--- src/rtl/regfile_read_arbiter.sv ---
// -----------------------------------------------------------------------------
// regfile_read_arbiter
//
// Round-robin arbiter sharing one register-file read port among NREQ
// requesters (e.g. decode Rn, decode Rm, debug/trace). The winning
// requester's address drives the read-mux select. The selected data is
// registered, so the response appears exactly one cycle after the grant.
//
// Data selection for the granted address, highest priority first:
//   1. the zero register always reads as zero (writes to it are never bypassed)
//   2. a same-cycle writeback to the address is forwarded
//   3. otherwise the register-file mux output is used
//
// The response register has no skid buffer. A new read is issued only when
// the register is empty or is being drained in the same cycle.
// -----------------------------------------------------------------------------
module regfile_read_arbiter #(
  parameter int NREQ     = 3,
  parameter int AW       = 5,
  parameter int DW       = 64,
  parameter int ZERO_REG = 31
) (
  input  logic                    clk,
  input  logic                    reset,
  input  logic [NREQ-1:0]         req,
  input  logic [NREQ*AW-1:0]      req_addr,
  output logic [NREQ-1:0]         gnt,
  output logic [AW-1:0]           rf_read_addr,
  input  logic [DW-1:0]           rf_read_data,
  input  logic                    wb_en,
  input  logic [AW-1:0]           wb_addr,
  input  logic [DW-1:0]           wb_data,
  output logic                    rsp_valid,
  output logic [$clog2(NREQ)-1:0] rsp_id,
  output logic [DW-1:0]           rsp_data,
  input  logic                    rsp_ready
);

  localparam int IW = $clog2(NREQ);

  // Architectural state: rotation pointer and the response output register.
  logic [IW-1:0]  r_rr_ptr;
  logic           r_rsp_valid;
  logic [IW-1:0]  r_rsp_id;
  logic [DW-1:0]  r_rsp_data;

  // Combinational arbitration and data-path results.
  logic           w_can_issue;
  logic           w_gnt_any;
  logic [IW-1:0]  w_gnt_idx;
  logic [NREQ-1:0] w_gnt;
  logic [AW-1:0]  w_rd_addr;
  logic [DW-1:0]  w_sel_data;

  // Requester index (base + off) modulo NREQ. NREQ need not be a power of two.
  function automatic logic [IW-1:0] wrap_add(input logic [IW-1:0] base,
                                             input int unsigned   off);
    int unsigned sum;
    sum = 32'(base) + off;
    return IW'(sum % 32'(NREQ));
  endfunction

  // The output register can accept a new read when it is empty or is being drained now.
  assign w_can_issue = !r_rsp_valid || rsp_ready;

  // Pick the first pending requester at or after the rotation pointer.
  always_comb begin
    // NOTE: every variable written here gets a default first; any path that
    // left one unassigned would make synthesis infer a latch.
    w_gnt     = '0;
    w_gnt_any = 1'b0;
    w_gnt_idx = '0;
    if (!reset && w_can_issue) begin
      for (int k = 0; k < NREQ; k++) begin
        if (!w_gnt_any && req[wrap_add(r_rr_ptr, 32'(k))]) begin
          w_gnt_any = 1'b1;
          w_gnt_idx = wrap_add(r_rr_ptr, 32'(k));
        end
      end
    end
    if (w_gnt_any) begin
      w_gnt[w_gnt_idx] = 1'b1;
    end
  end

  // Steer the winner's address to the read-mux select. Drive zero when idle.
  always_comb begin
    w_rd_addr = '0;
    if (w_gnt_any) begin
      w_rd_addr = req_addr[w_gnt_idx*AW +: AW];
    end
  end

  // Apply the zero register, then writeback forwarding, then the register-file data.
  always_comb begin
    if (w_rd_addr == AW'(ZERO_REG)) begin
      w_sel_data = '0;
    end else if (wb_en && (wb_addr == w_rd_addr)) begin
      w_sel_data = wb_data;
    end else begin
      w_sel_data = rf_read_data;
    end
  end

  // Load a granted read, retire an accepted response, or hold while stalled.
  always_ff @(posedge clk) begin
    // NOTE: state is updated with non-blocking assignments, so every register
    // samples pre-edge values no matter how the statements are ordered.
    if (reset) begin
      r_rr_ptr    <= '0;
      r_rsp_valid <= 1'b0;
      r_rsp_id    <= '0;
      r_rsp_data  <= '0;
    end else if (w_gnt_any) begin
      r_rsp_valid <= 1'b1;
      r_rsp_id    <= w_gnt_idx;
      r_rsp_data  <= w_sel_data;
      r_rr_ptr    <= wrap_add(w_gnt_idx, 32'd1);
    end else if (r_rsp_valid && rsp_ready) begin
      r_rsp_valid <= 1'b0;
    end
  end

  assign gnt          = w_gnt;
  assign rf_read_addr = w_rd_addr;
  assign rsp_valid    = r_rsp_valid;
  assign rsp_id       = r_rsp_id;
  assign rsp_data     = r_rsp_data;

endmodule

--- config.mk ---
export PLATFORM = sky130hd
export DESIGN_NAME = regfile_read_arbiter
export DESIGN_NICKNAME = d
export VERILOG_FILES = /design/src/rtl/regfile_read_arbiter.sv
export SDC_FILE = /design/constraint.sdc
export NUM_CORES = 1
export LEC_CHECK = 0
export CAP_MARGIN = 20
export CORE_MARGIN = 4
export CORE_UTILIZATION = 33
export DETAILED_ROUTE_END_ITERATION = 10
export PLACE_DENSITY = 0.78
export SYNTH_ARGS = -nofsm -noshare
export SYNTH_HDL_FRONTEND = slang
export SYNTH_SLANG_ARGS = --single-unit
--- constraint.sdc ---
create_clock -name clk -period 3.1 [get_ports clk]
set_input_delay 0.31 -clock clk [delete_from_list [all_inputs] [get_ports clk]]
set_output_delay 0.31 -clock clk [all_outputs]
set_load 0.02 [all_outputs]
Word-level counts from Yosys, hierarchy flattened. Index checks and enable logic that the tools add are counted.

Register bits after elaboration: 69. Bits of input ports: 155. Output and inout bits: 75. Logic and storage cells: 56.

$add $sub $neg: 3. $mul: 1. Divide/modulo/power cells: 4. Order comparisons: 5. Equal/unequal tests: 2. Shifts and indexed selects: 1. Muxes and demuxes: 24. Reductions and logical operators: 12.

Operators with widths (count): two-way mux 64 bit (2); remainder unit 32 x 2 -> 32 bit (second input constant) (3); remainder unit 2 x 2 -> 32 bit (second input constant) (1); variable part select 15 x 6 -> 5 bit (1); less-than comparator 2 x 3 -> 1 bit (second input constant) (4); two-way mux 1 bit (12); two-way mux 2 bit (4); adder 2 x 1 -> 3 bit (second input constant) (2); binary-select mux 1 bit (select 2 bit) (3); logical AND 1 bit (6); == test 5 bit (1); == test 5 bit (second input constant) (1); multiplier 2 x 3 -> 5 bit (second input constant) (1); two-way mux 5 bit (1); logical NOT 1 bit (4); adder 2 x 2 -> 3 bit (second input constant) (1); two-way mux 3 bit (1); demux 1 bit (select 2 bit) (1); >= comparator 2 x 1 -> 1 bit (second input constant) (1); nonzero test 2 bit (1); logical OR 1 bit (1).

Longest topological paths before layout.
Word-level depth: 20. Mapped depth: 16. Depth with buffers taken out: 12.

Worst setup path after synthesis. No wires, ideal clock.

Path type: register to register. From: register r_rr_ptr[0]. To: register r_rsp_data[0] (netlist: rsp_data[0]). Library setup time: 0.128 ns. Arrival: 3.152 ns. Required time: 2.972 ns. Path slack: -0.180 ns. Cell stages (with the launch flop): 16. Buffers on the path: 3. Period minus slack after synthesis: 3.280 ns. Path through: dfxtp_1 > inv_1 > ha_1 > buf_6 > and3b_1 > a31oi_1 > and4_4 > nor3_2 > a22oi_1 > a21boi_0 > a2111oi_2 > nand4_1 > buf_6 > buf_12 > mux2i_1 > o21ai_1.

Cells in the longest elaborated chain, start to end: 20. Elaborated cells on any way between the ends: 33. Those cells by class: add/sub (2); mul (1); div (3); eq/ne (2); shift (1); mux (19); reduce/logical (5).

Ends and longest elaborated chain: from (decl) (RTL line 42) `logic [IW-1:0] r_rr_ptr;`; from (signal assigned) (RTL line 118) `r_rr_ptr <= wrap_add(w_gnt_idx, 32'd1);`; parallel branches: the longest is 20 deep, another holds remainder unit 32 x 2 -> 32 bit; to (signal assigned) (RTL line 117) `r_rsp_data <= w_sel_data;`; to (decl) (RTL line 45) `logic [DW-1:0] r_rsp_data;`.

Several ways; the timed one is not identified. The select of a mux whose other input is x is not followed. A chain may end at the register's enable or synchronous reset.

Worst setup path after layout.
From: register r_rr_ptr[0]. To: register r_rsp_data[15] (netlist: rsp_data[15]).

The elaborated chain is that of the path after synthesis.

==> impl_metrics.json <==
{
  "status": "finished, violations left",
  "violations": "setup timing",
  "die_area_sq_um": 12300,
  "cp_data_required_time_ns": 3.32,
  "comb_power_share": 0.565,
  "drt_first_iter_violations": 273,
  "synth_top_area_share": 0.3954,
  "drive_above_1_share": 0.1982,
  "finClkSkew_ns": 0.01354,
  "vias_per_cell": 4.973,
  "row_count": 37,
  "ant_nets": 0,
  "clk_path_buf_depth": 2,
  "maxCapViolCount": 0,
  "dp_hpwl_mm": 9.436,
  "finalCritPeriodShare": 1.077,
  "crit_arrival_ns": 3.55,
  "finalSetupTns_ns": -11.94,
  "syn2layout_area_growth_pct": 98.57,
  "netlist_area_sq_um": 3493,
  "io_pins": 230,
  "cp_cell_sequence": "inv_4 -> ha_4 -> and3b_1 -> a31oi_1 -> and4_4 -> buf_4 -> nor3_4 -> buf_12 -> a22oi_2 -> buf_4 -> a211oi_2 -> nor4_1 -> nand4_1 -> buf_12 -> buf_12 -> mux2i_1 -> o21ai_1",
  "peakVddDrop_uv": 316.3,
  "end_kind": "register",
  "layout.nets": 821,
  "crit_path_max_fanout": 8,
  "post_drt_wl_per_cell_um": 17.01,
  "cts_tree": "done",
  "p_clk_frac": 0.165,
  "grt_pass1_wl_mm": 20.82,
  "gp_congestion": 0.8572,
  "cp_top_family": "simple AND/OR/NAND/NOR gates",
  "antenna_found_initial": 0,
  "clock_latency_ns": 0.34,
  "setup_slack_ns": -0.2372,
  "ctsHoldBuffers": 0,
  "cts-buffers-inserted": 9,
  "worstSetupStartpointType": "register",
  "p_per_area_nw_per_um2": 700.0,
  "synth-async-reset-ratio": 0,
  "hold_path.class": "reg2reg",
  "relSlewSlack": 0.6103,
  "final_cells": 802,
  "grt_pass1_vias": 4235,
  "crit_top_cell": "buf_12",
  "place.detailed.instances": 763,
  "fp.dieW_um": 110.9,
  "internal-power_w": 0.003043,
  "grt.total_usage": 0.2047,
  "pre_cts_slack_ns": -0.3963,
  "drv_slew": 0,
  "p_leak_nw": 3.105,
  "grt_overflow": 0,
  "cts_sinks": 69,
  "worst_hold_slack_ns": 0.4467,
  "die_h_um": 110.9,
  "post-route-util": 0.6719,
  "cts.clk_slew.worst_paths_ns": 0.08,
  "cts-root-buf": "clkbuf_8",
  "ys.flop_type": "dfxtp_1",
  "top_layer_used": "met4",
  "cp_slowest_stage_delay_ns": 0.38,
  "port_buffers": 229,
  "totalWireLength_mm": 13.65,
  "synthTopCellsByArea": "dfxtp_1 (40%), mux2i_1 (19%), o21ai_1 (9.3%)",
  "start_util": 0.3384,
  "drt-met1-wl_mm": 5.281,
  "min_period_ns": 3.337,
  "ys_ff_latch": 69,
  "ys_warn_count": 0,
  "pwr-share-seq": 0.270,
  "synth_edf_count": 0,
  "diodes": 0,
  "vias": 3988,
  "worstMarginPinSlew_ns": 0.5773,
  "fmax_mhz": 299.7,
  "seq_area_frac_synth": 0.3954,
  "wl_met2_mm": 6.818,
  "htree_num_levels": 3,
  "grt_max_degree": 41,
  "crit_type": "reg2reg",
  "cp_num_buf_inv": 6,
  "synth_largest_area_cell": "dfxtp_1",
  "n_fill_cell": 776,
  "setup_viol": 65,
  "crit_slowest_cell": "dfxtp_4",
  "p_switching_w": 0.001812,
  "synth.distinct_cells": 53,
  "final-hold-violation-count": 0,
  "met3_length_mm": 1.166,
  "rsz0062_at_grt": "true",
  "route.detailed.drc": 0,
  "synth_nets": 543,
  "drtPass1Iterations": 5,
  "fp.coreArea_sq_um": 10320,
  "avgSynthCellArea_sq_um": 9.097,
  "swShare": 0.3732,
  "synthCells": 384
}
-- layer usage --
metal | vias up | global-route usage
met5 | - | 0
met4 | 0 | 0.08785
met3 | 33 | 0.06496
met2 | 205 | 0.3560
met1 | 1831 | 0.2291
li1 | 1919 | -
-- cells in the mapped netlist (2+ instances only) --
master    count
a211oi_1      3
a21o_1        2
a21oi_1       6
a31oi_1       2
and2_1        5
buf_12        6
buf_6         3
clkbuf_1     14
dfxtp_1      69
ha_1          4
inv_1         8
mux2_4        2
mux2i_1      66
nand2_1      68
nand2b_1      3
nand3b_1      3
nor2_1        9
nor2b_1       4
nor3_1        2
nor3_2        2
nor4_1        3
o21ai_0       4
o21ai_1      65
o22ai_1       2
-- power by group through the flow --
stage	Clock (W)	Sequential [W]	Combinational [W]
after floorplan	0	0.00163	0.000869
after global placement	0	0.00130	0.00228
after detailed placement	0	0.00131	0.00232
after CTS	0.000822	0.00131	0.00255
after global routing	0.000865	0.00135	0.00291
final	0.000802	0.00131	0.00274
-- metrics by stage --
stage | area [sq um] | total power (W)
after global routing | 6937 | 0.005119
after CTS | 6656 | 0.004674
after global placement | 6112 | 0.003584
after floorplan | 3537 | 0.002499
final | 6937 | 0.004856
after detailed placement | 6112 | 0.003634
-- timing repair --
action | 4_1_cts | 5_1_grt
cloned | 2 | 4
resized for setup | 61 | 39
pin swaps | 10 | 14
setup endpoints to repair | 72 | 70
buffers inserted | 14 | 7
-- registers in the layout, indices dropped and copies added, names as in the netlist --
| name | flops |
|---|---|
| r_rr_ptr | 2 |
| rsp_data | 64 |
| rsp_id | 2 |
| rsp_valid | 1 |
-- final timing paths --
kind | startpoint | end | slack (ns) | cells after the start
setup / recovery | r_rr_ptr[0]$_SDFFE_PP0P_ | rsp_data[15]$_SDFFE_PP0P_ | -0.24 | 17
hold / removal | rsp_data[50]$_SDFFE_PP0P_ | rsp_data[50]$_SDFFE_PP0P_ | 0.45 | 2
setup reg to reg | r_rr_ptr[0]$_SDFFE_PP0P_ | rsp_data[15]$_SDFFE_PP0P_ | -0.24 | 17
hold reg to reg | rsp_data[50]$_SDFFE_PP0P_ | rsp_data[50]$_SDFFE_PP0P_ | 0.45 | 2
-- cells by family after synthesis --
group           count (synthesis)  share of synthesized area
fa+ha+maj                       4                    0.01433
xor+xnor                        2                   0.005015
simple gates                  112                     0.1569
mux                            68                     0.1977
flops                          69                     0.3954
buf+inv                        32                    0.06913
compound gates                 97                     0.1615
-- layout by cell type, fill, tap and decap left out, drive strengths merged, types with 3 or more instances in the layout --
cell           synthesis  layout
a21oi                  6       6
nand2                 68      68
clkdlybuf4s50          0     221
nand2b                 3       3
dfxtp                 69      69
nand3b                 3       3
a211oi                 3       3
clkbuf                14      13
inv                    8       8
mux2i                 66      66
buf                   10      63
nor4                   3       3
o21ai                 70      70
nor3                   4       4
nor2b                  4       4
ha                     4       4
and2                   5       5
nor2                  10      10
-- tightest hold or removal path: cells and delay by family (launching register included) --
kind,cells,cell delay [ns]
flip-flops,1,0.31
AND/OR/NAND/NOR,1,0.05
AO/OA/AOI/OAI,1,0.05
-- area by class of cell --
type / count / area [sq um] / area share
Tap cell: 136 / 170.2 / 0.02453
Multi-Input combinational cell: 283 / 2152 / 0.3102
Sequential cell: 69 / 1389 / 0.2002
Clock inverter: 6 / 88.84 / 0.01281
Inverter: 8 / 35.03 / 0.005051
Timing Repair Buffer: 291 / 2978 / 0.4293
Clock buffer: 9 / 123.9 / 0.01786
Note: power is estimated with default switching activity, not from simulation.
